## src/rtl/fpu_pkg.sv

```systemverilog
// rtl/fpu_pkg.sv - shared constants and state encoding for the FPU request scheduler
package fpu_pkg;

    localparam logic [1:0] OP_ADD = 2'b00;
    localparam logic [1:0] OP_SUB = 2'b01;
    localparam logic [1:0] OP_MUL = 2'b10;
    localparam logic [1:0] OP_DIV = 2'b11;

    localparam logic [1:0] ST_IDLE  = 2'd0;
    localparam logic [1:0] ST_ISSUE = 2'd1;
    localparam logic [1:0] ST_WAIT  = 2'd2;
    localparam logic [1:0] ST_RESP  = 2'd3;

    typedef enum logic [1:0] {
        S_IDLE  = ST_IDLE,
        S_ISSUE = ST_ISSUE,
        S_WAIT  = ST_WAIT,
        S_RESP  = ST_RESP
    } state_e;

endpackage

```

## src/rtl/rr_arbiter.sv

```systemverilog
// rtl/rr_arbiter.sv - round-robin one-hot arbiter starting its search at ptr
//
// Ports:
//   req     request bits, one per requester
//   ptr     highest-priority requester index (must be < NREQ)
//   en      when low no grant is issued
//   gnt     one-hot grant (all zero when nothing is granted)
//   gnt_id  index of the granted requester (0 when nothing is granted)
module rr_arbiter #(
    parameter int NREQ = 4
) (
    input  logic [NREQ-1:0]         req,
    input  logic [$clog2(NREQ)-1:0] ptr,
    input  logic                    en,
    output logic [NREQ-1:0]         gnt,
    output logic [$clog2(NREQ)-1:0] gnt_id
);

    localparam int IDW = $clog2(NREQ);

    // One extra bit so ptr+k never overflows before the wrap at NREQ,
    // which matters when NREQ is not a power of two.
    logic [IDW:0] idx;
    logic         found;

    always_comb begin
        gnt    = '0;
        gnt_id = '0;
        found  = 1'b0;
        idx    = '0;
        for (int k = 0; k < NREQ; k++) begin
            idx = {1'b0, ptr} + (IDW+1)'(k);
            if (idx >= (IDW+1)'(NREQ)) begin
                idx = idx - (IDW+1)'(NREQ);
            end
            if (en && !found && req[idx[IDW-1:0]]) begin
                gnt[idx[IDW-1:0]] = 1'b1;
                gnt_id            = idx[IDW-1:0];
                found             = 1'b1;
            end
        end
    end

endmodule

```

## src/rtl/fpu_req_scheduler.sv

```systemverilog
// rtl/fpu_req_scheduler.sv - round-robin sharing of one FPU among NREQ requesters
//
// Ports:
//   clk, reset_n                        clock, async active-low reset
//   req_valid/req_ready                 per-requester handshake (req_ready one-hot)
//   req_a/req_b/req_sel/req_rmode       packed per-requester operands and controls
//   rsp_valid/rsp_ready                 response handshake
//   rsp_id/rsp_y/rsp_error/rsp_overflow response payload tagged with requester id
//   fpu_start/fpu_a/fpu_b/fpu_sel/fpu_rmode  FPU command side, operands registered
//   fpu_y/fpu_error/fpu_overflow        FPU result side
//   busy                                high whenever an operation is in progress
module fpu_req_scheduler
    import fpu_pkg::*;
#(
    parameter int NREQ    = 4,
    parameter int IDW     = $clog2(NREQ),
    parameter int FPU_LAT = 1
) (
    input  logic              clk,
    input  logic              reset_n,
    input  logic [NREQ-1:0]   req_valid,
    output logic [NREQ-1:0]   req_ready,
    input  logic [NREQ*32-1:0] req_a,
    input  logic [NREQ*32-1:0] req_b,
    input  logic [NREQ*2-1:0] req_sel,
    input  logic [NREQ*2-1:0] req_rmode,
    output logic              rsp_valid,
    input  logic              rsp_ready,
    output logic [IDW-1:0]    rsp_id,
    output logic [31:0]       rsp_y,
    output logic              rsp_error,
    output logic              rsp_overflow,
    output logic              fpu_start,
    output logic [31:0]       fpu_a,
    output logic [31:0]       fpu_b,
    output logic [1:0]        fpu_sel,
    output logic [1:0]        fpu_rmode,
    input  logic [31:0]       fpu_y,
    input  logic              fpu_error,
    input  logic              fpu_overflow,
    output logic              busy
);

    localparam int WCW = (FPU_LAT > 1) ? $clog2(FPU_LAT) : 1;

    state_e         state_q, state_d;
    logic [IDW-1:0] rr_ptr_q, rr_ptr_d;
    logic [IDW-1:0] id_q, id_d;
    logic [31:0]    a_q, a_d, b_q, b_d;
    logic [1:0]     sel_q, sel_d, rmode_q, rmode_d;
    logic [WCW-1:0] wcnt_q, wcnt_d;
    logic [31:0]    y_q, y_d;
    logic           err_q, err_d, ovf_q, ovf_d;

    logic [NREQ-1:0] gnt;
    logic [IDW-1:0]  gnt_id;
    logic            arb_en;

    // Gating with reset_n keeps req_ready low while reset is held, even if
    // requesters keep their valids asserted.
    assign arb_en = (state_q == S_IDLE) && reset_n;

    rr_arbiter #(.NREQ(NREQ)) u_arb (
        .req    (req_valid),
        .ptr    (rr_ptr_q),
        .en     (arb_en),
        .gnt    (gnt),
        .gnt_id (gnt_id)
    );

    always_comb begin
        state_d  = state_q;
        rr_ptr_d = rr_ptr_q;
        id_d     = id_q;
        a_d      = a_q;
        b_d      = b_q;
        sel_d    = sel_q;
        rmode_d  = rmode_q;
        wcnt_d   = wcnt_q;
        y_d      = y_q;
        err_d    = err_q;
        ovf_d    = ovf_q;
        case (state_q)
            S_IDLE: begin
                // A grant is only issued to a valid requester, so any grant is a handshake.
                if (|gnt) begin
                    id_d     = gnt_id;
                    rr_ptr_d = (gnt_id == IDW'(NREQ-1)) ? '0 : gnt_id + 1'b1;
                    for (int i = 0; i < NREQ; i++) begin
                        if (gnt[i]) begin
                            a_d     = req_a[32*i +: 32];
                            b_d     = req_b[32*i +: 32];
                            sel_d   = req_sel[2*i +: 2];
                            rmode_d = req_rmode[2*i +: 2];
                        end
                    end
                    state_d = S_ISSUE;
                end
            end
            S_ISSUE: begin
                wcnt_d  = WCW'(FPU_LAT-1);
                state_d = S_WAIT;
            end
            S_WAIT: begin
                if (wcnt_q == '0) begin
                    y_d     = fpu_y;
                    err_d   = fpu_error;
                    ovf_d   = fpu_overflow;
                    state_d = S_RESP;
                end else begin
                    wcnt_d = wcnt_q - 1'b1;
                end
            end
            S_RESP: begin
                if (rsp_ready) begin
                    state_d = S_IDLE;
                end
            end
            default: state_d = S_IDLE;
        endcase
    end

    always_ff @(posedge clk or negedge reset_n) begin
        if (!reset_n) begin
            state_q  <= S_IDLE;
            rr_ptr_q <= '0;
            id_q     <= '0;
            a_q      <= '0;
            b_q      <= '0;
            sel_q    <= '0;
            rmode_q  <= '0;
            wcnt_q   <= '0;
            y_q      <= '0;
            err_q    <= 1'b0;
            ovf_q    <= 1'b0;
        end else begin
            state_q  <= state_d;
            rr_ptr_q <= rr_ptr_d;
            id_q     <= id_d;
            a_q      <= a_d;
            b_q      <= b_d;
            sel_q    <= sel_d;
            rmode_q  <= rmode_d;
            wcnt_q   <= wcnt_d;
            y_q      <= y_d;
            err_q    <= err_d;
            ovf_q    <= ovf_d;
        end
    end

    assign req_ready    = gnt;
    assign fpu_start    = (state_q == S_ISSUE);
    assign rsp_valid    = (state_q == S_RESP);
    assign busy         = (state_q != S_IDLE);
    assign fpu_a        = a_q;
    assign fpu_b        = b_q;
    assign fpu_sel      = sel_q;
    assign fpu_rmode    = rmode_q;
    assign rsp_id       = id_q;
    assign rsp_y        = y_q;
    assign rsp_error    = err_q;
    assign rsp_overflow = ovf_q;

endmodule
```

## config.mk

```make
export PLATFORM = sky130hd
export DESIGN_NAME = fpu_req_scheduler
export DESIGN_NICKNAME = d
export VERILOG_FILES = /design/src/rtl/fpu_pkg.sv /design/src/rtl/rr_arbiter.sv /design/src/rtl/fpu_req_scheduler.sv
export SDC_FILE = /design/constraint.sdc
export NUM_CORES = 1
export LEC_CHECK = 0
export CAP_MARGIN = 20
export CORE_AREA = 2 2 166 168
export DETAILED_ROUTE_END_ITERATION = 10
export DIE_AREA = 0 0 168 170
export DONT_BUFFER_PORTS = 1
export PLACE_DENSITY_LB_ADDON = 0.3
export SYNTH_ARGS = -nofsm -noshare
export SYNTH_HDL_FRONTEND = slang
export SYNTH_SLANG_ARGS = --single-unit
```

## constraint.sdc

```tcl
create_clock -name clk -period 7.6 [get_ports clk]
set_clock_uncertainty 0.05 [all_clocks]
set_input_delay 0.76 -clock clk [delete_from_list [all_inputs] [get_ports clk]]
set_output_delay 0.76 -clock clk [all_outputs]
set_load 0.05 [all_outputs]
```

==> summary.md <==
| Metric | Value |
|---|---|
| Yosys top cell area share | roughly 43% |
| CTS Buffer Depth | 2 |
| Syn Nets | between 1000 and 1500 |
| Pre-Repair DR Iteration Count | 4 |
| Hold Buf Count CTS | 0 |
| Num rows | 60 |
| Clk pin slew, worst setup/hold paths | 90 ps |
| Setup ws final | roughly 3200 ps |
| Number of synthesis warnings | 0 |
| Final Max Slew Viols | 0 |
| Final net count | 1029 |
| Initial drt markers | 213 |
| Synth top area cells | dfrtp_1 (43%), a211o_1 (9.4%), nand2_1 (8.2%), nor2_1 (8.2%), a31oi_1 (6.7%) |
| Critical path type | flop to flop |
| Fmax | 226.2 MHz |
| Fraction of the cycle the final worst path needs | roughly 58% |
| ANT nets after route | 0 |
| Antenna violations before repair | 0 |
| Top-Level Pins | 424 |
| Drt via density | 5.242 |
| Die width | 168 um |
| FFs w/ async S/R, synth | 100.0% |
| Diode count | 0 |
| Slew headroom | between 30% and 40% |
| Switching Share | around 57% |
| First-pass GRT wire length | between 30000 and 40000 um |
| Post-synth EDFFs | 0 |
| Floorplan core area | 26650 um2 |
| Crit path time final | 4420 ps |
| Final setup fails | 0 |
| CTS buffer count | 9 |
| Leak Pwr | around 0.0028 uW |
| Synth Cell Area | around 6400 um2 |
| Layout area overhead | 7.832% |
| Post-synthesis register bit count | ~110 |
| Grt ovf | 0 |
| Layout cells sized above 1 | under 10% |
| PwrDens | between 500 and 600 nW/um2 |
| Most area-hungry cell type in the Yosys netlist | dfrtp_1 |
| Setup Fix Bufs, Post-CTS | 0 |
| Die Ht | 170 um |
| Routed length per placed instance | a little under 20 um |
| CTS tree | built |
| Share of power burned in combinational logic | 34.3% |
| Worst setup EP type | flop |
| Largest net degree at the start of global routing | about 110 |
| VDD IR max | roughly 0.16 mV |
| Share of power burned in the clock network | between 10% and 20% |
| Synth cell types | 37 |
| Cts repair resizes | 0 |
| Sequential fraction of the synthesis area | between 40% and 50% |
| Final Total Pwr | between 3000 and 4000 uW |
| H-Tree Level Count | 3 |
| Die Area | 28560 um2 |
| R2R Setup Slk | ~3200 ps |
| Max_cap viols | 0 |
| Switch Pwr | roughly 2300 uW |
| Drt total wl | ~21000 um |
| Fin. Hold Viols | 0 |
| Outcome | finished, final reports clean |
| Critical Path AT | between 4000 and 5000 ps |
| CP cell instances | inv_1 -> ha_1 -> mux2i_1 -> mux2_2 -> and3_1 -> a221o_4 -> or4_4 -> buf_4 -> a2bb2oi_1 -> mux2_1 |
| Max incr delay on CP | around 760 ps |
| Slew of the pin with the lowest slew margin | between 900 and 1000 ps |
| Seq pwr share | between 50% and 60% |
| Critical path required time | roughly 7800 ps |
| Port Buffers | 0 |
| Worst-Skew Late Latency | between 300 and 400 ps |
| Dpl hpwl | roughly 15000 um |
| Slowest cell on the critical path | or4_4 |
| Final RePlAce weighted congestion | about 0.8 |
| Top cells by count, synth | nand2_1 (139), nor2_1 (139), dfrtp_1 (108) |
| Clk sink count | about 110 |
| Root Driver | clkbuf_16 |
| Global-route total usage across every layer | ~14% |
| Vias | between 5000 and 6000 |
| Setup TNS | 0 ps |
| Class of the worst hold path | input port to asynchronous set/reset pin |
| Initial core utilization | around a quarter |
| Crit start category | flop |
| Via count of the first global-routing pass | about 5400 |
| Peak fanout along the critical path | 41 |
| Drt drc | 0 |
| Syn Area/Cell | approximately 8.4 um2 |
| Ys flop type | dfrtp_1 |
| DP Worst Slack | 3156 ps |
| P_int | approximately 1700 uW |
| Syn Inst Count | 755 |
| RSZ-0062 raised after global routing | false |
cell families (layout without fill, tap and decap cells):
| family | Yosys count | count (layout) | share of synthesized area, % |
|---|---|---|---|
| adders and majority gates | 9 | 9 | 1.771 |
| xor gates and xnor gates | 1 | 1 | 0.1378 |
| AOI/OAI and AO/OA | 221 | 221 | 23.48 |
| DFF | 108 | 108 | 42.50 |
| and+or+nand+nor | 291 | 291 | 17.91 |
| buffers and inverters | 77 | 34 | 5.274 |
| muxes | 48 | 48 | 8.933 |
sequential cells by signal, indices dropped and copies added (netlist names), named ones only:
signal / flops
fpu_a: 32
fpu_b: 32
rsp_y: 32
fpu_rmode: 2
fpu_sel: 2
rsp_id: 2
state_q: 2
rr_ptr_q: 1
rsp_error: 1
rsp_overflow: 1
power groups by stage:
stage / combinational, uW / sequential (uW) / clock [uW]
floorplan: 1170 / 2010 / 0
global placement: 1340 / 2130 / 0
detailed placement: 1370 / 2120 / 0
CTS: 1370 / 2110 / 499
global route: 1510 / 2140 / 523
finish: 1350 / 2100 / 476
critical path: cells and delay by family (launching register included):
family	cells	cell delay (ps)
AOI/OAI and AO/OA	2	820
adders and majority gates	1	430
buffers and inverters	2	520
DFF	1	650
muxes	3	840
and+or+nand+nor	2	960
cell usage in the layout, fill, tap and decap left out, types with 5 or more instances in the layout:
cell	Yosys	routed
a211o_1	68	68
a21oi_1	72	72
a31oi_1	68	68
buf_4	1	9
clkbuf_16	0	9
dfrtp_1	108	108
ha_1	9	9
inv_1	7	7
mux2_2	36	36
mux2i_1	5	5
nand2_1	139	139
nor2_1	139	139
per-layer routing:
| layer | global-route usage, % | routed length [um] | up-vias |
|---|---|---|---|
| met5 | 0 | 0 | - |
| met4 | 4.915 | 478 | 0 |
| met3 | 3.349 | 1547 | 28 |
| met2 | 24.54 | 10610 | 265 |
| met1 | 15.67 | 8281 | 2681 |
| li1 | - | - | 2546 |
cell type report:
type,instances,area [um2]
Clock buffer,10,229.0
Clock inverter,6,56.30
Fill cell,2887,19790
Inverter,9,36.28
Multi-Input combinational cell,570,3338
Sequential cell,108,2703
Tap cell,341,426.7
Timing Repair Buffer,9,67.56
per-stage QoR:
step | instance area, um2 | utilization [%] | hold slack [ps] | std cells
after floorplan | 6359 | - | 414.4 | 755
after global placement | 6571 | 24.66 | 416.9 | 1037
after detailed placement | 6571 | 24.66 | 416.1 | 1037
after CTS | 6857 | 25.73 | 15.89 | 1053
after global routing | 6857 | 25.73 | 6.053 | 1053
final | 6857 | 25.73 | 36.86 | 1053
final timing paths:
check | start | to | cells after the start
min | reset_n | rsp_overflow$_DFFE_PN0P_ | 0
max reg2reg | flop | state_q[1]$_DFFE_PN0P_ | 10
min reg2reg | state_q[1]$_DFFE_PN0P_ | state_q[1]$_DFFE_PN0P_ | 1
min in group clk | req_a[99] | fpu_a[3]$_DFFE_PN0P_ | 2
max in group asynchronous | reset_n | fpu_a[6]$_DFFE_PN0P_ | 0
max | flop | state_q[1]$_DFFE_PN0P_ | 10
Note: power is estimated with default switching activity, not from simulation.
